<file path="src/rtl/llki_discrete_key_sender.sv">
`default_nettype none
// ============================================================================
// Module   : llki_discrete_key_sender
// Purpose  : Initiator side of the LLKI discrete key interface. Holds a local
//            buffer of KEY_WORDS 64-bit key words and, on command, streams
//            them to a core's key FSM (data/valid/ready) and waits for
//            key_complete, or raises a clear-key request and waits for ack.
// Ports    : clk_i, rst_ni             clock, async active-low reset
//            kbuf_we_i/addr_i/wdata_i  key-buffer write port (idle only)
//            cmd_valid_i/op_i/ready_o  command handshake (00 LOAD, 01 CLEAR)
//            busy_o, done_o, status_o  progress and completion status
//            llkid_*                   key interface towards the core
// Revision : 1.0 - initial release
// ============================================================================
module llki_discrete_key_sender #(
   parameter int KEY_WORDS      = 5,
   parameter int TIMEOUT_CYCLES = 1024
) (
   input  logic        clk_i,
   input  logic        rst_ni,
   input  logic        kbuf_we_i,
   input  logic [5:0]  kbuf_addr_i,
   input  logic [63:0] kbuf_wdata_i,
   input  logic        cmd_valid_i,
   input  logic [1:0]  cmd_op_i,
   output logic        cmd_ready_o,
   output logic        busy_o,
   output logic        done_o,
   output logic [1:0]  status_o,
   output logic [63:0] llkid_key_data_o,
   output logic        llkid_key_valid_o,
   input  logic        llkid_key_ready_i,
   input  logic        llkid_key_complete_i,
   output logic        llkid_clear_key_o,
   input  logic        llkid_clear_key_ack_i
);

   localparam int IDX_W = (KEY_WORDS > 1) ? $clog2(KEY_WORDS) : 1;
   localparam int TMO_W = $clog2(TIMEOUT_CYCLES + 1);

   localparam logic [IDX_W-1:0] C_LAST_IDX    = IDX_W'(KEY_WORDS - 1);
   localparam logic [TMO_W-1:0] C_TMO_LAST    = TMO_W'(TIMEOUT_CYCLES - 1);
   localparam logic [TMO_W-1:0] C_TMO_MAX     = TMO_W'(TIMEOUT_CYCLES);
   localparam logic [6:0]       C_KEY_WORDS   = 7'(KEY_WORDS);

   localparam logic [2:0] S_IDLE      = 3'd0;
   localparam logic [2:0] S_SEND      = 3'd1;
   localparam logic [2:0] S_WAIT_CMPL = 3'd2;
   localparam logic [2:0] S_CLEAR     = 3'd3;
   localparam logic [2:0] S_FINISH    = 3'd4;

   localparam logic [1:0] C_ST_OK      = 2'b00;
   localparam logic [1:0] C_ST_TIMEOUT = 2'b01;
   localparam logic [1:0] C_ST_EARLY   = 2'b10;
   localparam logic [1:0] C_ST_ILLEGAL = 2'b11;

   logic [2:0]       state_q, state_d;
   logic [IDX_W-1:0] idx_q, idx_d;
   logic [TMO_W-1:0] tmo_q, tmo_d;
   logic [1:0]       status_q, status_d;
   logic [63:0]      data_q, data_d;

   logic [63:0]      kbuf_q [KEY_WORDS];
   logic             kbuf_wr_en;
   logic [IDX_W-1:0] idx_inc;
   logic [TMO_W-1:0] tmo_inc;
   logic             tmo_hit;
   logic             xfer;

   // Key buffer: no reset, contents are undefined until software writes them.
   // The range check keeps out-of-range addresses from aliasing via truncation.
   assign kbuf_wr_en = kbuf_we_i && (state_q == S_IDLE) && ({1'b0, kbuf_addr_i} < C_KEY_WORDS);

   always_ff @(posedge clk_i) begin
      if (kbuf_wr_en) begin
         kbuf_q[kbuf_addr_i[IDX_W-1:0]] <= kbuf_wdata_i;
      end
   end

   assign idx_inc = idx_q + 1'b1;
   assign tmo_inc = (tmo_q == C_TMO_MAX) ? tmo_q : tmo_q + 1'b1;
   // Hit on the TIMEOUT_CYCLES-th consecutive cycle without progress.
   assign tmo_hit = (tmo_q >= C_TMO_LAST);
   assign xfer    = (state_q == S_SEND) && llkid_key_ready_i;

   // State register
   always_ff @(posedge clk_i or negedge rst_ni) begin
      if (!rst_ni) begin
         state_q  <= S_IDLE;
         idx_q    <= '0;
         tmo_q    <= '0;
         status_q <= C_ST_OK;
         data_q   <= '0;
      end else begin
         state_q  <= state_d;
         idx_q    <= idx_d;
         tmo_q    <= tmo_d;
         status_q <= status_d;
         data_q   <= data_d;
      end
   end

   // Next-state logic
   always_comb begin
      state_d  = state_q;
      idx_d    = idx_q;
      tmo_d    = tmo_inc;
      status_d = status_q;
      data_d   = data_q;
      case (state_q)
         S_IDLE: begin
            // Counter held at zero so every wait phase starts from a clean count.
            tmo_d = '0;
            if (cmd_valid_i) begin
               case (cmd_op_i)
                  2'b00: begin
                     state_d = S_SEND;
                     idx_d   = '0;
                     data_d  = kbuf_q[0];
                  end
                  2'b01: state_d = S_CLEAR;
                  default: begin
                     state_d  = S_FINISH;
                     status_d = C_ST_ILLEGAL;
                  end
               endcase
            end
         end
         S_SEND: begin
            // Last-word transfer beats a simultaneous complete: that is success.
            if (xfer && (idx_q == C_LAST_IDX)) begin
               state_d = S_WAIT_CMPL;
               tmo_d   = '0;
            end else if (llkid_key_complete_i) begin
               state_d  = S_FINISH;
               status_d = C_ST_EARLY;
            end else if (xfer) begin
               idx_d  = idx_inc;
               data_d = kbuf_q[idx_inc];
               tmo_d  = '0;
            end else if (tmo_hit) begin
               state_d  = S_FINISH;
               status_d = C_ST_TIMEOUT;
            end
         end
         S_WAIT_CMPL: begin
            if (llkid_key_complete_i) begin
               state_d  = S_FINISH;
               status_d = C_ST_OK;
            end else if (tmo_hit) begin
               state_d  = S_FINISH;
               status_d = C_ST_TIMEOUT;
            end
         end
         S_CLEAR: begin
            if (llkid_clear_key_ack_i) begin
               state_d  = S_FINISH;
               status_d = C_ST_OK;
            end else if (tmo_hit) begin
               state_d  = S_FINISH;
               status_d = C_ST_TIMEOUT;
            end
         end
         S_FINISH: state_d = S_IDLE;
         default:  state_d = S_IDLE;
      endcase
   end

   // Outputs decode the registered state only; no input reaches an output.
   always_comb begin
      cmd_ready_o       = (state_q == S_IDLE);
      busy_o            = (state_q != S_IDLE);
      done_o            = (state_q == S_FINISH);
      status_o          = status_q;
      llkid_key_valid_o = (state_q == S_SEND);
      llkid_key_data_o  = data_q;
      llkid_clear_key_o = (state_q == S_CLEAR);
   end

endmodule
`default_nettype wire

</file>
<file path="config.mk">
export PLATFORM = sky130hd
export DESIGN_NAME = llki_discrete_key_sender
export DESIGN_NICKNAME = d
export VERILOG_FILES = /design/src/rtl/llki_discrete_key_sender.sv
export SDC_FILE = /design/constraint.sdc
export NUM_CORES = 1
export LEC_CHECK = 0
export BUFFER_PORTS_ARGS = -buffer_cell sky130_fd_sc_hd__buf_2
export CAP_MARGIN = 20
export CORE_MARGIN = 3
export CORE_UTILIZATION = 45
export DETAILED_ROUTE_END_ITERATION = 10
export PLACE_DENSITY = 0.69
export SYNTH_ARGS = -nofsm -noshare
export SYNTH_HDL_FRONTEND = slang
export SYNTH_SLANG_ARGS = --single-unit
</file>
<file path="constraint.sdc">
create_clock -name clk_i -period 11.9 [get_ports clk_i]
set_input_delay 2.38 -clock clk_i [delete_from_list [all_inputs] [get_ports clk_i]]
set_output_delay 2.38 -clock clk_i [all_outputs]
set_load 0.05 [all_outputs]
</file>
==> reports/results.ini <==
[global_route]
grt.total_usage_pct=18.1
grt_max_degree=70
grt_overflow=0
antenna_found_initial=12
grt_pass1_wl_mm=53.7
grt_pass1_vias=8920

[floorplan]
start_util_pct=46.1
placementRows=68
fp.dieH_um=195
core_area_um2=34900
die_w_um=195
io_pins=150
die_area_um2=38100

[sta]
skew_ns=0.0173
hold_slack_ns=0.500
post-route-period-util_pct=40.5
finalCriticalPeriod_ns=4.82
tightest_slew_ns=1.06
rsz0062_at_grt=no
max_freq_ghz=0.207
slew_violations=0
setup_viol=0
slew_headroom_pct=29.0
finalSetupTns_ns=0
hold_viol=0

[synthesis]
ys_types=52
syn_area_per_cell_um2=19.3
synth-seq-area-share_pct=72.6
async_flop_share_pct=20.6
synth_area_um2=16100
synth-main-ff-cell=edfxtp_1
synth_nets=917
syn_inst=834
synth-seq-cells=403
yosys_warnings=0
synth_enable_flop_cells=320

[flow_run]
max_cap_violations=0

[cells_and_area]
finalInstanceArea_um2=18600
area_delta_synth_final_pct=15.5
layout_common_cells=edfxtp_1, buf_2, dfrtp_1, and3_1
drive_gt1_share_pct=35.3
seq_area_um2=11700
fillers=2769
fin_nets=1069
multi_input_area_um2=4090
final_common_cell=edfxtp_1
utilization_pct=53.3

[power]
finalPower_mw=4.69
p_leak_nw=6.78
powerDensity_nw_per_um2=253
peakVddDrop_mv=0.261

[clocking]
clk_path_buf_depth=3
cts_inserted_buffers=41
cts_hold_buf=0
cts_tree=yes
clk_latency_ns=0.53
cts.root.buffer_cell=clkbuf_16
htreeDepth=2
ctsResizeCount=0
post_cts_buffers=0
clk_pin_slew_ns=0.06
clock_sinks=403

[place]
portBuffers=149
placed_cell_area_um2=17200
gp_congestion=0.782
dp.final_hpwl_mm=18.5

[setup_path]
cp-start-kind=flip-flop
cp_max_fo=46
crit_arrival_ns=2.44
crit_type=reg2out
worstPathRequired_ns=9.52
end_kind=primary output

[detailed_routing]
avgViaCountPerCell=5.74
ant_nets=0
wirelength_mm=34.5
drt_drc_violations_left=0
drt-pass1-iter-count=5
wl_per_cell_um=23.3
vias=8485
drt_iter0_markers=566

[worst_hold_path]
hold_class=reg2reg

[outcome]
outcome=finished clean

routing by layer:
layer  up-vias  global-route usage [%]  wire [µm]
met1      4399                    25.1      14900
met3        67                    4.68       2220
met2       255                    28.8      16500
met5         -                       0        124
met4        18                    4.91        689
li1       3746                       -          -
cells by family (layout without fill, tap and decap cells):
logic type                 Yosys count  in the layout  synth area share (%)
and+or+nand+nor                    132            132                  4.87
adders and majority gates            4              4                 0.311
xor gates and xnor gates            10             10                 0.544
AOI/OAI and AO/OA                   89             89                  5.11
buffers and inverters               66            251                  2.36
muxes                              130            130                  14.2
other                                0              3                     0
DFF                                403            403                  72.6
stage by stage:
step           setup slack, ns  std cells
2_1_floorplan             1.83        834
3_3_place_gp              7.16       1396
3_5_place_dp              7.14       1396
4_1_cts                   6.75       1472
5_1_grt                   6.99       1475
6_report                  7.08       1477
state kept, by name, indices dropped and copies added (netlist names):
signal	count
kbuf_q	320
llkid_key_data_o	64
tmo_q	11
idx_q	3
state_q	3
status_o	2
area by class of cell:
cell class / count / share of cell area, %
Multi-Input combinational cell: 365 / 22.0
Timing Repair Buffer: 162 / 4.69
Inverter: 13 / 0.269
Antenna cell: 3 / 0.0404
Clock inverter: 15 / 0.687
Tap cell: 455 / 3.06
Clock buffer: 61 / 6.32
Sequential cell: 403 / 62.9
cells in the mapped netlist (7+ instances only):
library cell,n,share of area (%)
mux2_2,37,2.6
mux2_4,27,2.5
clkbuf_1,27,0.63
a221o_1,64,4.0
nand2_1,9,0.21
buf_2,14,0.44
nor2_1,13,0.30
mux4_2,64,9.0
xor2_1,7,0.38
and3_1,67,2.6
edfxtp_1,320,60
dfrtp_1,83,13
inv_1,12,0.28
report_power, final:
group          internal [mW]  leakage, nW  switching [mW]  total [mW]
Clock                  0.727        0.630           0.508        1.24
Combinational          0.667         2.25            1.02        1.68
Sequential              1.66         3.90           0.117        1.78
worst paths after layout:
path | startpoint | end | slack, ns | depth (start not counted)
hold / removal | llkid_key_data_o[53] | llkid_key_data_o[53] | 0.50 | 1
setup reg to reg | state_q[2] | llkid_key_data_o[39] | 8.31 | 7
max in group asynchronous | rst_ni | idx_q[0] | 8.89 | 2
setup / recovery | state_q[2] | llkid_key_valid_o | 7.08 | 4
hold reg to reg | llkid_key_data_o[53] | llkid_key_data_o[53] | 0.50 | 1
min in group asynchronous | rst_ni | llkid_key_data_o[42] | 1.79 | 1
worst max-delay path, stage by stage, from the launching register on:
cell      delay [ns]
dfrtp_1         0.52
or3b_4          0.49
clkinv_2        0.30
buf_12          0.28
buf_2           0.31
No activity file was read; power rests on OpenSTA's default activity.
